File: config.mk
export PLATFORM = sky130hd
export DESIGN_NAME = data_delivery_sequencer_flat
export DESIGN_NICKNAME = d
export VERILOG_FILES = /design/src/rtl/data_delivery_sequencer_if.sv /design/src/rtl/data_delivery_sequencer.sv /design/src/flat_wrapper.sv
export SDC_FILE = /design/constraint.sdc
export NUM_CORES = 1
export LEC_CHECK = 0
export BUFFER_PORTS_ARGS = -buffer_cell sky130_fd_sc_hd__buf_2
export CORE_MARGIN = 10
export CORE_UTILIZATION = 45
export DETAILED_ROUTE_END_ITERATION = 12
export PLACE_DENSITY_LB_ADDON = 0.3
export SKIP_CTS_REPAIR_TIMING = 1
export SLEW_MARGIN = 10
export SYNTH_ARGS = -nofsm -noshare
export SYNTH_HDL_FRONTEND = slang
export SYNTH_SLANG_ARGS = --single-unit
File: constraint.sdc
create_clock -name clk -period 3.3 [get_ports clk]
set_input_delay 0 -clock clk [delete_from_list [all_inputs] [get_ports clk]]
set_output_delay 0 -clock clk [all_outputs]
set_load 0.005 [all_outputs]
File: src/rtl/data_delivery_sequencer_if.sv
// rtl/data_delivery_sequencer_if.sv - operand buffer read port and delivery-subsystem lane bus
// The sequencer drives through master; the buffer/delivery side connects through slave.
interface data_delivery_sequencer_if #(
   parameter int W  = 32,
   parameter int AW = 10
);
   logic          buf_re;
   logic [AW-1:0] buf_addr;
   logic [W-1:0]  buf_rdata;
   logic [W-1:0]  dd_data;
   logic          dd_select;
   logic [2:0]    dd_rptr;
   logic          dd_rptr_ack;
   logic          dd_n4_full;
   logic          dd_uni_read;

   modport master (
      output buf_re, buf_addr, dd_data, dd_select, dd_rptr,
      input  buf_rdata, dd_rptr_ack, dd_n4_full, dd_uni_read
   );

   modport slave (
      input  buf_re, buf_addr, dd_data, dd_select, dd_rptr,
      output buf_rdata, dd_rptr_ack, dd_n4_full, dd_uni_read
   );
endinterface

File: src/rtl/data_delivery_sequencer.sv
// rtl/data_delivery_sequencer.sv - feeds 8 lanes x WPL words per tile from the operand buffer
// Per tile: fetch/capture each lane, wait for lane ack, then N4-full and unified-read handshakes.
module data_delivery_sequencer #(
   parameter int W       = 32,
   parameter int AW      = 10,
   parameter int WPL     = 2,
   parameter int TIMEOUT = 255
) (
   input  logic                      clk,
   input  logic                      resetn,
   input  logic                      start,
   input  logic [AW-1:0]             base_addr,
   input  logic [7:0]                num_tiles,
   output logic                      busy,
   output logic                      done,
   output logic                      error,
   output logic [7:0]                tiles_done,
   data_delivery_sequencer_if.master bus
);
   typedef enum logic [2:0] {
      IDLE, FETCH, CAPTURE, ACK_WAIT, FULL_WAIT, READ_WAIT, FINISH
   } state_t;

   state_t        state, state_nx;
   logic [AW-1:0] addr;
   logic [7:0]    ntiles;
   logic [3:0]    wcnt;
   logic [15:0]   tcnt;
   logic [W-1:0]  data_q;
   logic          select_q;
   logic [2:0]    rptr_q;
   logic          in_wait;
   logic          timed_out;
   logic          fault;
   logic          last_word;

   assign bus.buf_re    = (state == FETCH);
   assign bus.buf_addr  = addr;
   assign bus.dd_data   = data_q;
   assign bus.dd_select = select_q;
   assign bus.dd_rptr   = rptr_q;

   always_comb begin
      in_wait   = (state == ACK_WAIT) || (state == FULL_WAIT) || (state == READ_WAIT);
      timed_out = in_wait && (tcnt == 16'(TIMEOUT - 1));
      last_word = (wcnt >= 4'(WPL - 1));
   end

   always_ff @(posedge clk or negedge resetn) begin
      if (!resetn) state <= IDLE;
      else         state <= state_nx;
   end

   // Handshake events take priority over a timeout expiring in the same cycle.
   always_comb begin
      state_nx = state;
      fault    = 1'b0;
      case (state)
         IDLE:      if (start) state_nx = (num_tiles == 8'd0) ? FINISH : FETCH;
         FETCH:     state_nx = CAPTURE;
         CAPTURE:   state_nx = last_word ? ACK_WAIT : FETCH;
         ACK_WAIT: begin
            if (bus.dd_rptr_ack)  state_nx = (rptr_q == 3'd7) ? FULL_WAIT : FETCH;
            else if (timed_out) begin
               state_nx = FINISH;
               fault    = 1'b1;
            end
         end
         FULL_WAIT: begin
            if (bus.dd_n4_full)   state_nx = READ_WAIT;
            else if (timed_out) begin
               state_nx = FINISH;
               fault    = 1'b1;
            end
         end
         READ_WAIT: begin
            if (bus.dd_uni_read)  state_nx = ((tiles_done + 8'd1) == ntiles) ? FINISH : FETCH;
            else if (timed_out) begin
               state_nx = FINISH;
               fault    = 1'b1;
            end
         end
         FINISH:    state_nx = IDLE;
         default:   state_nx = IDLE;
      endcase
   end

   always_ff @(posedge clk or negedge resetn) begin
      if (!resetn) begin
         busy       <= 1'b0;
         done       <= 1'b0;
         error      <= 1'b0;
         tiles_done <= 8'd0;
         addr       <= '0;
         ntiles     <= 8'd0;
         wcnt       <= 4'd0;
         tcnt       <= 16'd0;
         data_q     <= '0;
         select_q   <= 1'b0;
         rptr_q     <= 3'd0;
      end else begin
         done     <= 1'b0;
         select_q <= (state == CAPTURE);
         if (state_nx != state) tcnt <= 16'd0;
         else if (in_wait)      tcnt <= tcnt + 16'd1;
         case (state)
            IDLE: if (start) begin
               addr       <= base_addr;
               ntiles     <= num_tiles;
               error      <= 1'b0;
               tiles_done <= 8'd0;
               busy       <= 1'b1;
               rptr_q     <= 3'd0;
               wcnt       <= 4'd0;
            end
            FETCH:   addr <= addr + 1'b1;
            CAPTURE: begin
               data_q <= bus.buf_rdata;
               wcnt   <= last_word ? 4'd0 : wcnt + 4'd1;
            end
            ACK_WAIT: if (bus.dd_rptr_ack && rptr_q != 3'd7) rptr_q <= rptr_q + 3'd1;
            READ_WAIT: if (bus.dd_uni_read) begin
               tiles_done <= tiles_done + 8'd1;
               rptr_q     <= 3'd0;
            end
            FINISH: begin
               done <= 1'b1;
               busy <= 1'b0;
            end
            default: ;
         endcase
         if (fault) error <= 1'b1;
      end
   end
endmodule
File: src/flat_wrapper.sv
// flat-port wrapper written by rule: the top's interface ports become plain ports
module data_delivery_sequencer_flat 
#(
   parameter int W       = 32,
   parameter int AW      = 10,
   parameter int WPL     = 2,
   parameter int TIMEOUT = 255
)
  (clk, resetn, start, base_addr, num_tiles, busy, done, error, tiles_done, bus_buf_re, bus_buf_addr, bus_dd_data, bus_dd_select, bus_dd_rptr, bus_buf_rdata, bus_dd_rptr_ack, bus_dd_n4_full, bus_dd_uni_read);
  data_delivery_sequencer_if #(.W(W), .AW(AW)) bus_i ();
  input  logic clk;
  input  logic resetn;
  input  logic start;
  input  logic [AW-1:0] base_addr;
  input  logic [7:0] num_tiles;
  output logic busy;
  output logic done;
  output logic error;
  output logic [7:0] tiles_done;
  output wire logic [$bits(bus_i.buf_re)-1:0] bus_buf_re;
  output wire logic [$bits(bus_i.buf_addr)-1:0] bus_buf_addr;
  output wire logic [$bits(bus_i.dd_data)-1:0] bus_dd_data;
  output wire logic [$bits(bus_i.dd_select)-1:0] bus_dd_select;
  output wire logic [$bits(bus_i.dd_rptr)-1:0] bus_dd_rptr;
  input wire logic [$bits(bus_i.buf_rdata)-1:0] bus_buf_rdata;
  input wire logic [$bits(bus_i.dd_rptr_ack)-1:0] bus_dd_rptr_ack;
  input wire logic [$bits(bus_i.dd_n4_full)-1:0] bus_dd_n4_full;
  input wire logic [$bits(bus_i.dd_uni_read)-1:0] bus_dd_uni_read;
  assign bus_buf_re = bus_i.buf_re;
  assign bus_buf_addr = bus_i.buf_addr;
  assign bus_dd_data = bus_i.dd_data;
  assign bus_dd_select = bus_i.dd_select;
  assign bus_dd_rptr = bus_i.dd_rptr;
  assign bus_i.buf_rdata = bus_buf_rdata;
  assign bus_i.dd_rptr_ack = bus_dd_rptr_ack;
  assign bus_i.dd_n4_full = bus_dd_n4_full;
  assign bus_i.dd_uni_read = bus_dd_uni_read;
  data_delivery_sequencer #(.W(W), .AW(AW), .WPL(WPL), .TIMEOUT(TIMEOUT)) u_core (.clk(clk), .resetn(resetn), .start(start), .base_addr(base_addr), .num_tiles(num_tiles), .busy(busy), .done(done), .error(error), .tiles_done(tiles_done), .bus(bus_i));
endmodule
==> reports/qor.csv, run 1 <==
metric,value,unit
status,"complete, no violations",
h-tree-depth,3,
final_nets,649,
whs,0.0228,ns
gp_congestion,0.857,
synth_cell_types,61,
hold_viol,0,
grt_antenna_before_repair,0,
synthCells,422,
synth-xor-area-share,5.39,%
num_antenna_cells,0,
drive_above_1_share,33.1,%
rows,35,
finalClockSkew,0.0134,ns
crit_fanout,19,
fin_crit_sh,74.3,%
wl_per_cell,15.4,um
synthSimpleGateAreaFrac,20.0,%
synth_adder_area_share,2.57,%
grt_max_degree,89,
ys_ff_latch,88,
maxSlewViolCount,0,
synth_mux_area_share,8.69,%
n_fill_cell,805,
fp.coreArea,0.00937,mm2
track_usage,14.5,%
synth-main-ff-cell,dfrtp_1,
crit_arrival,2.67,ns
busiest_layer,met2,
viasPerCell,5.11,
use_met1,17.3,%
final_common_cell,buf_2,
clockBufferDepth,2,
clock-sinks,88,
peakVddDrop,435,uV
cp-end-kind,register,
globalRouteMet3Util,5.43,%
port-buffer-count,113,
p_total,4170,uW
ys_seq_area_share,50.2,%
area_growth,31.5,%
cts-buffers-inserted,9,
fp.dieW,119,um
synth_area_leader_cell,dfrtp_1,
switching_share,36.7,%
ios,114,
synth_compound_area_share,10.4,%
overflow,0,
post-route-util,61.6,%
fin_ws,0.848,ns
grt_pass1_vias,3574,
synthTopCellsByArea,"dfrtp_1 50%, mux2_2 8.5%, nand2_1 6.1%",
yosysWarnings,0,
netlist.area_leader.share,50.2,%
worstPathRequired,3.51,ns
min_path_type,in2reg,
synth_edf_count,0,
fmax,408,MHz
drt_iter0_drc,235,
cts_tree,yes,
setup.worst_path.class,reg2reg,
setup_violations,0,
drc,0,
p_leak,0.00267,uW
synth_top_family_by_area,simple AND/OR/NAND/NOR gates,
syn-num-nets,487,
pwr-share-seq,41.5,%
grt_use_met2,23.7,%
fin_crit,2.45,ns
start_util,46.8,%
vias,3669,
syn_area,0.00439,mm2
async_flop_share,100,%
tightest_slew,1.08,ns
internal_power,2640,uW
die_h,119,um
pre_cts_ws,0.849,ns
die-area,0.0141,mm2
rsz0062_at_grt,no,
worst_setup_path_start_kind,register,
p_comb_share,40.3,%
pwr-share-clk,18.3,%
cts_root_buf,clkbuf_8,
max-cap-violations,0,
ant_nets,0,
avgSynthCellArea,10.4,um2
detail_route.first_pass.iterations,6,
clock_latency,0.36,ns
finalWirelength,11000,um
layout_common_cells,"112 x buf_2, 88 x dfrtp_1, 71 x nand2_1, 51 x dlygate4sd3_1, 33 x mux2_2",
hpwl,7560,um
switching_power,1530,uW
grt_pass1_wl,17300,um
tns,0,ns
p_per_area,722,mW/mm2
cts.clk_slew.worst_paths,0.09,ns
relSlewSlack,28.0,%
## final timing paths
check | depth (start not counted) | start | end | slack, ns
max | 6 | u_core.state[0] | u_core.tcnt[0] | 0.85
min reg2reg | 1 | u_core.wcnt[3] | u_core.wcnt[3] | 0.49
max in group asynchronous | 2 | resetn | u_core.bus.dd_data[12] | 2.23
min | 3 | bus_dd_uni_read | u_core.tiles_done[5] | 0.02
min in group asynchronous | 2 | resetn | u_core.tiles_done[5] | 0.37
max reg2reg | 6 | u_core.state[0] | u_core.tcnt[0] | 0.85
## metal layers
| layer | vias up | wire length, um |
|---|---|---|
| met5 | - | 0 |
| met4 | 0 | 177 |
| met3 | 15 | 641 |
| met2 | 96 | 5480 |
| met1 | 1755 | 4740 |
| li1 | 1803 | - |
## worst max-delay path, stage by stage, from the launching register on
cell and delay, ns:
dfrtp_1 0.71, and3b_1 0.28, nor2_2 0.07, or3_1 0.41
o2bb2ai_1 0.19, o2111ai_4 0.53, nor2_1 0.12
## cell usage after synthesis (all sizes together) (6+ instances only)
cell and n:
nor2 43, and3 6, ha 9, buf 8
nand2 71, xor2 15, dfrtp 88, clkbuf 8
xnor2 12, nand3 16, nand4 7, o21ai 23
a21oi 16, inv 7, mux2 33
## registers in the layout, indices dropped and copies added, names as in the netlist, 3 cells and up
signal / flops
u_core.wcnt: 4
u_core.bus.dd_rptr: 3
u_core.bus.dd_data: 32
u_core.bus.buf_addr: 10
u_core.state: 3
u_core.tcnt: 16
u_core.ntiles: 8
u_core.tiles_done: 8
## cell type report
| type | instances | area [um2] | share of cell area [%] |
|---|---|---|---|
| clock buffer | 10 | 138 | 2.38 |
| clock inverter | 6 | 67.6 | 1.17 |
| inverter | 7 | 26.3 | 0.455 |
| multi-input combinational | 311 | 2080 | 36.0 |
| sequential | 88 | 2200 | 38.2 |
| tap | 129 | 161 | 2.80 |
| timing repair buffer | 167 | 1100 | 19.1 |
## cell families (layout without fill, tap and decap cells)
logic type                 count (synthesis)  in the layout
AOI/OAI and AO/OA                         67             67
xor gates and xnor gates                  27             27
muxes                                     34             34
and+or+nand+nor                          174            174
adders and majority gates                  9              9
buffers and inverters                     23            190
DFF                                       88             88
## through the flow
step,instances,area (um2)
3_3_place_gp,651,5060
4_1_cts,667,5260
5_1_grt,718,5770
2_1_floorplan,422,4390
3_5_place_dp,651,5060
6_report,718,5770
## power by group through the flow
stage | sequential (uW) | clock [uW] | combinational, uW
6_report | 1730 | 762 | 1680
5_1_grt | 1780 | 832 | 1890
4_1_cts | 1730 | 789 | 1660
3_5_place_dp | 1740 | 0 | 1660
3_3_place_gp | 1710 | 0 | 1620
2_1_floorplan | 1690 | 0 | 1120
No activity file was read; power rests on OpenSTA's default activity.
==> run 2, diff against run 1 <==
Settings changed: ABC_AREA set to 1.
Clock period 3.3 ns to 2.3 ns, I/O delays scaled along.
==> run 2 against run 1 <==
Compared with the run above:
- clock skew about the same
- sequential share of layout area is 1.4 points lower
- non-clock buffer count rose by 2
==> reports/qor.csv, run 2 <==
metric,value,unit
p_leak,0.00304,uW
fp.dieW,121,um
syn-num-nets,623,
r2r_end,u_core.tcnt[1],
fin_crit_sh,92.0,%
fin_cells,864,
cts.clk_slew.worst_paths,0.08,ns
path_cells,"ha_1, or2_1, nand2_1, nand2_1, nand2_1, nand3_1, nor2_2, nand3_2, nand2_2, nand2_1, nand3_2, nand2_4, nor3_1",
clockBufferDepth,2,
place_area,0.00531,mm2
netlist.area_leader.share,48.2,%
crit_fanout,16,
overflow,0,
critPathSlowestCell,dfrtp_1,
yosysWarnings,0,
final_nets,791,
grt_pass1_wl,19000,um
dp.cells,800,
grt_antenna_before_repair,0,
syn_area,0.00457,mm2
tightest_slew,0.477,ns
synth-main-ff-cell,dfrtp_1,
regToRegStartpoint,u_core.tiles_done[1],
rows,36,
cts-buffers-inserted,9,
grt_pass1_vias,4087,
multi_input_area,0.00209,mm2
fp.coreArea,0.00982,mm2
ys_seq_area_share,48.2,%
design_area,0.00600,mm2
cp-end-kind,register,
path_common_cell,nand2_1,
min_path_type,in2reg,
async_flop_share,100,%
reg2reg_depth,13,
cts_root_buf,clkbuf_8,
wl_per_cell,14.2,um
status,"complete, no violations",
max-cap-violations,0,
ios,114,
relSlewSlack,68.2,%
track_usage,15.6,%
area_growth,31.3,%
fin_crit,2.12,ns
synth_cell_types,42,
h-tree-depth,3,
setup_violations,0,
synth_area_leader_cell,dfrtp_1,
port-buffer-count,113,
drc,0,
avgSynthCellArea,8.19,um2
gp_congestion,0.855,
ys_ff_latch,88,
post-route-util,61.1,%
peakVddDrop,622,uV
worstPathRequired,2.56,ns
rsz0062_at_grt,no,
hpwl,8730,um
rrSetupSlack,0.18,ns
drt_iter0_drc,244,
p_per_area,1090,mW/mm2
clock_latency,0.35,ns
cts_tree,yes,
finalWirelength,12300,um
finalClockSkew,0.0137,ns
synthTopCellsByArea,"dfrtp_1 48%, nand2_1 16%, inv_1 4.3%",
largest_reg_flops,32,
die-area,0.0146,mm2
tns,0,ns
start_util,46.5,%
ant_nets,0,
layout_common_cells,"199 x nand2_1, 112 x buf_2, 88 x dfrtp_1, 52 x inv_1, 48 x dlygate4sd3_1",
n_fill_cell,870,
detail_route.first_pass.iterations,5,
viasPerCell,4.95,
post-synth-top-count-cell,nand2_1,
ys_top_cells_by_count,"199 x nand2_1, 88 x dfrtp_1, 52 x inv_1",
fmax,472,MHz
hold_viol,0,
critPathLaunch,u_core.tiles_done[1],
grt_max_degree,38,
drive_above_1_share,25.0,%
die_h,121,um
worst_setup_path_start_kind,register,
synthCells,558,
regArea,0.00220,mm2
endpoint,u_core.tcnt[1],
final_common_cell,nand2_1,
clock-sinks,88,
crit_arrival,2.38,ns
vias,4279,
setup.worst_path.class,reg2reg,
crit_path_max_incr_delay,0.43,ns
num_antenna_cells,0,
synth_edf_count,0,
maxSlewViolCount,0,
-- run 2: cell types whose count changed after synthesis, moves of 7 or more --
cell | before | now
xnor2_1 | 12 | 5
inv_1 | 7 | 52
nor3_1 | 4 | 14
nand3_1 | 16 | 30
nand2_2 | 0 | 8
nand2_1 | 71 | 199
mux2_2 | 33 | 0
nor3_2 | 0 | 10
-- run 2: cell families (layout without fill, tap and decap cells) --
group           count (synthesis)  count (layout)  synth area share, %
compound gates                 53              53                 7.12
xor+xnor                       15              15                 2.88
fa+ha+maj                       9               9                 2.47
buf+inv                        71             244                 6.41
flops                          88              88                 48.2
simple gates                  322             322                 32.9
-- run 2: worst min-delay path by stage --
| stage | startpoint | slack [ns] | to | depth (start not counted) |
|---|---|---|---|---|
| 3_5_place_dp | resetn | -0.02 | u_core.ntiles[5] | 1 |
| 2_1_floorplan | resetn | -0.30 | u_core.bus.buf_addr[0] | 0 |
| 3_3_place_gp | resetn | -0.02 | u_core.ntiles[5] | 1 |
| 6_report | base_addr[0] | 0.007 | u_core.bus.buf_addr[0] | 5 |
| 5_1_grt | base_addr[0] | 0.009 | u_core.bus.buf_addr[0] | 5 |
| 4_1_cts | resetn | -0.41 | u_core.ntiles[5] | 1 |
-- run 2: through the flow --
stage,setup WS (ns),hold slack (ns),power (uW)
2_1_floorplan,0.282,-0.296,4340
3_3_place_gp,0.276,-0.0211,5240
3_5_place_dp,0.199,-0.0154,5360
4_1_cts,0.180,-0.408,6460
5_1_grt,0.0134,0.00912,7120
6_report,0.183,0.00731,6520
-- run 2: per-layer routing --
| metal | global-route usage, % | up-vias | share of wire, % |
|---|---|---|---|
| met5 | 0 | - | 0 |
| met4 | 3.92 | 0 | 0.83 |
| met3 | 4.98 | 9 | 7.4 |
| met2 | 25.7 | 138 | 50 |
| met1 | 19.3 | 2021 | 42 |
| li1 | - | 2111 | - |
-- run 2: area by class of cell --
| type | instances | area share, % |
|---|---|---|
| Clock inverter | 5 | 1.06 |
| Sequential cell | 88 | 36.7 |
| Timing Repair Buffer | 169 | 18.7 |
| Tap cell | 133 | 2.77 |
| Multi-Input combinational cell | 399 | 34.9 |
| Inverter | 59 | 3.69 |
| Clock buffer | 11 | 2.19 |
-- run 2: power breakdown --
group,total (uW),internal (uW),switching (uW)
Combinational,2990,1130,1860
Clock,1070,513,554
Sequential,2470,2080,384
Total,6520,3720,2800
-- run 2: worst max-delay path: cells and delay by family (launching register included) --
kind	cells	cell delay, ns
adder cells (fa/ha/maj)	1	0.23
flip-flops	1	0.43
AND/OR/NAND/NOR	12	1.36
==> run 3, diff against run 2 <==
--- a/config.mk
+++ b/config.mk
@@ -7,6 +7,6 @@
 export LEC_CHECK = 0
-export ABC_AREA = 1
+export ABC_AREA = 0
 export BUFFER_PORTS_ARGS = -buffer_cell sky130_fd_sc_hd__buf_2
 export CORE_MARGIN = 10
-export CORE_UTILIZATION = 45
+export CORE_UTILIZATION = 40
 export DETAILED_ROUTE_END_ITERATION = 12
==> constraint.sdc (replaced) <==
create_clock -name clk -period 2.3 [get_ports clk]
set_input_delay 0.115 -clock clk [delete_from_list [all_inputs] [get_ports clk]]
set_output_delay 0.115 -clock clk [all_outputs]
set_load 0.005 [all_outputs]
==> run 3 against run 2 <==
Compared with the run above:
- worst setup slack got worse by 0.078 ns
- die area increased by 6.7%
- non-clock buffer count increased by 1
- global-route usage decreased by 1.9 points
- final area decreased by 2.3%
- clock-buffer cell count increased by 1
- sequential cell count unchanged
- combinational power decreased by 10%
- sequential share of layout area increased by 0.87 points
- total power decreased by 2.9%
- wire length decreased by 6.4%
- clock skew decreased by 0.0049 ns
- critical path type unchanged
==> reports/qor.csv, run 3 (synthesized netlist as in run 1, its figures left out) <==
metric,value,unit
fin_crit_sh,95.4,%
layout_common_cells,"112 x buf_2, 87 x dfrtp_1, 71 x nand2_1, 42 x dlygate4sd3_1, 33 x mux2_2",
path_cells,"inv_1, ha_1, nor4b_4, nand4_2, or3_4, o2bb2ai_2, o2111ai_4, clkbuf_16, nor2_2",
gp_congestion,0.869,
grt_max_degree,47,
drt_iter0_drc,196,
ant_nets,0,
min_path_type,in2reg,
detail_route.first_pass.iterations,4,
peakVddDrop,686,uV
relSlewSlack,59.9,%
setup.worst_path.class,reg2reg,
area_growth,33.6,%
grt_pass1_vias,3757,
die-area,0.0156,mm2
hpwl,8140,um
clockBufferDepth,2,
start_util,40.7,%
fmax,456,MHz
fp.dieW,125,um
rsz0062_at_grt,no,
crit_arrival,2.45,ns
die_h,125,um
largest_reg_flops,32,
max-cap-violations,0,
grt_antenna_before_repair,0,
clock_latency,0.37,ns
cp-end-kind,register,
p_leak,0.00273,uW
final_nets,652,
fin_crit,2.19,ns
finalWirelength,11500,um
cts_root_buf,clkbuf_8,
rows,38,
drc,0,
worstPathRequired,2.56,ns
num_antenna_cells,0,
h-tree-depth,3,
overflow,0,
track_usage,13.7,%
cts.clk_slew.worst_paths,0.08,ns
finalClockSkew,0.00885,ns
setup_violations,0,
fp.coreArea,0.0108,mm2
viasPerCell,5.06,
final_common_cell,buf_2,
grt_pass1_wl,18000,um
post-route-util,54.3,%
tightest_slew,0.601,ns
hold_viol,0,
crit_path_max_incr_delay,0.42,ns
p_per_area,1080,mW/mm2
maxSlewViolCount,0,
cts_tree,yes,
crit_fanout,8,
wl_per_cell,15.8,um
drive_above_1_share,35.2,%
status,"complete, no violations",
port-buffer-count,113,
clock-sinks,88,
cts-buffers-inserted,9,
ios,114,
tns,0,ns
critPathSlowestCell,dfrtp_1,
vias,3702,
worst_setup_path_start_kind,register,
[run 3: changes by cell type in the layout (fill, tap and decap cells not counted), moves of 7 or more]
cell,delta
inv_1,-45
mux2_2,+33
nand2_1,-128
nand2_2,-8
nand3_1,-14
nor3_1,-8
nor3_2,-12
xnor2_1,+7
[run 3: worst max-delay path: cells and delay by family, from the launching register on]
| family | cells | cell delay (ns) |
|---|---|---|
| and+or+nand+nor | 4 | 0.76 |
| AOI/OAI and AO/OA | 2 | 0.43 |
| DFF | 1 | 0.42 |
| buffers and inverters | 2 | 0.32 |
| adders and majority gates | 1 | 0.16 |
[run 3: final timing paths]
check | startpoint | end | slack, ns | depth (start not counted)
max reg2reg | u_core.tcnt[0] | u_core.tcnt[6] | 0.11 | 9
min | base_addr[1] | u_core.bus.buf_addr[1] | 0.003 | 3
max in group asynchronous | resetn | u_core.state[2] | 1.22 | 3
min in group asynchronous | resetn | u_core.bus.dd_data[10] | 0.31 | 2
max | u_core.tcnt[0] | u_core.tcnt[6] | 0.11 | 9
min reg2reg | u_core.wcnt[3] | u_core.wcnt[3] | 0.50 | 1
[run 3: metal layers]
| metal | vias to the layer above | track usage (%) | routed length, um |
|---|---|---|---|
| met3 | 13 | 5.87 | 957 |
| li1 | 1804 | - | - |
| met5 | - | 0 | 0 |
| met1 | 1789 | 17.3 | 5210 |
| met4 | 0 | 4.73 | 150 |
| met2 | 96 | 20.3 | 5200 |
[run 3: metrics by stage]
stage | total power [uW] | worst slack, ns | instances | hold slack [ns] | instance area (um2)
after global placement | 4950 | 0.220 | 673 | 0.161 | 5170
final | 6330 | 0.105 | 731 | 0.00255 | 5860
after CTS | 6280 | 0.108 | 688 | -0.234 | 5390
after floorplan | 4030 | 0.262 | 422 | -0.181 | 4390
after detailed placement | 5040 | 0.115 | 673 | 0.170 | 5170
after global routing | 6830 | 0.00527 | 731 | 0.00625 | 5860
[run 3: report_power, final]
group          internal, uW  leakage, uW  switching (uW)
logic                  1350      0.00152            1330
clock network           664     0.000112             539
registers              2070      0.00110             383
[run 3: cell type report]
type,count,area (um2)
multi-input cells,311,2090
clock buffers,12,155
well taps,140,175
inverters,7,26.3
flip-flops and latches,88,2200
fillers,911,4930
clock inverters,3,65.1
repair buffers,170,1140
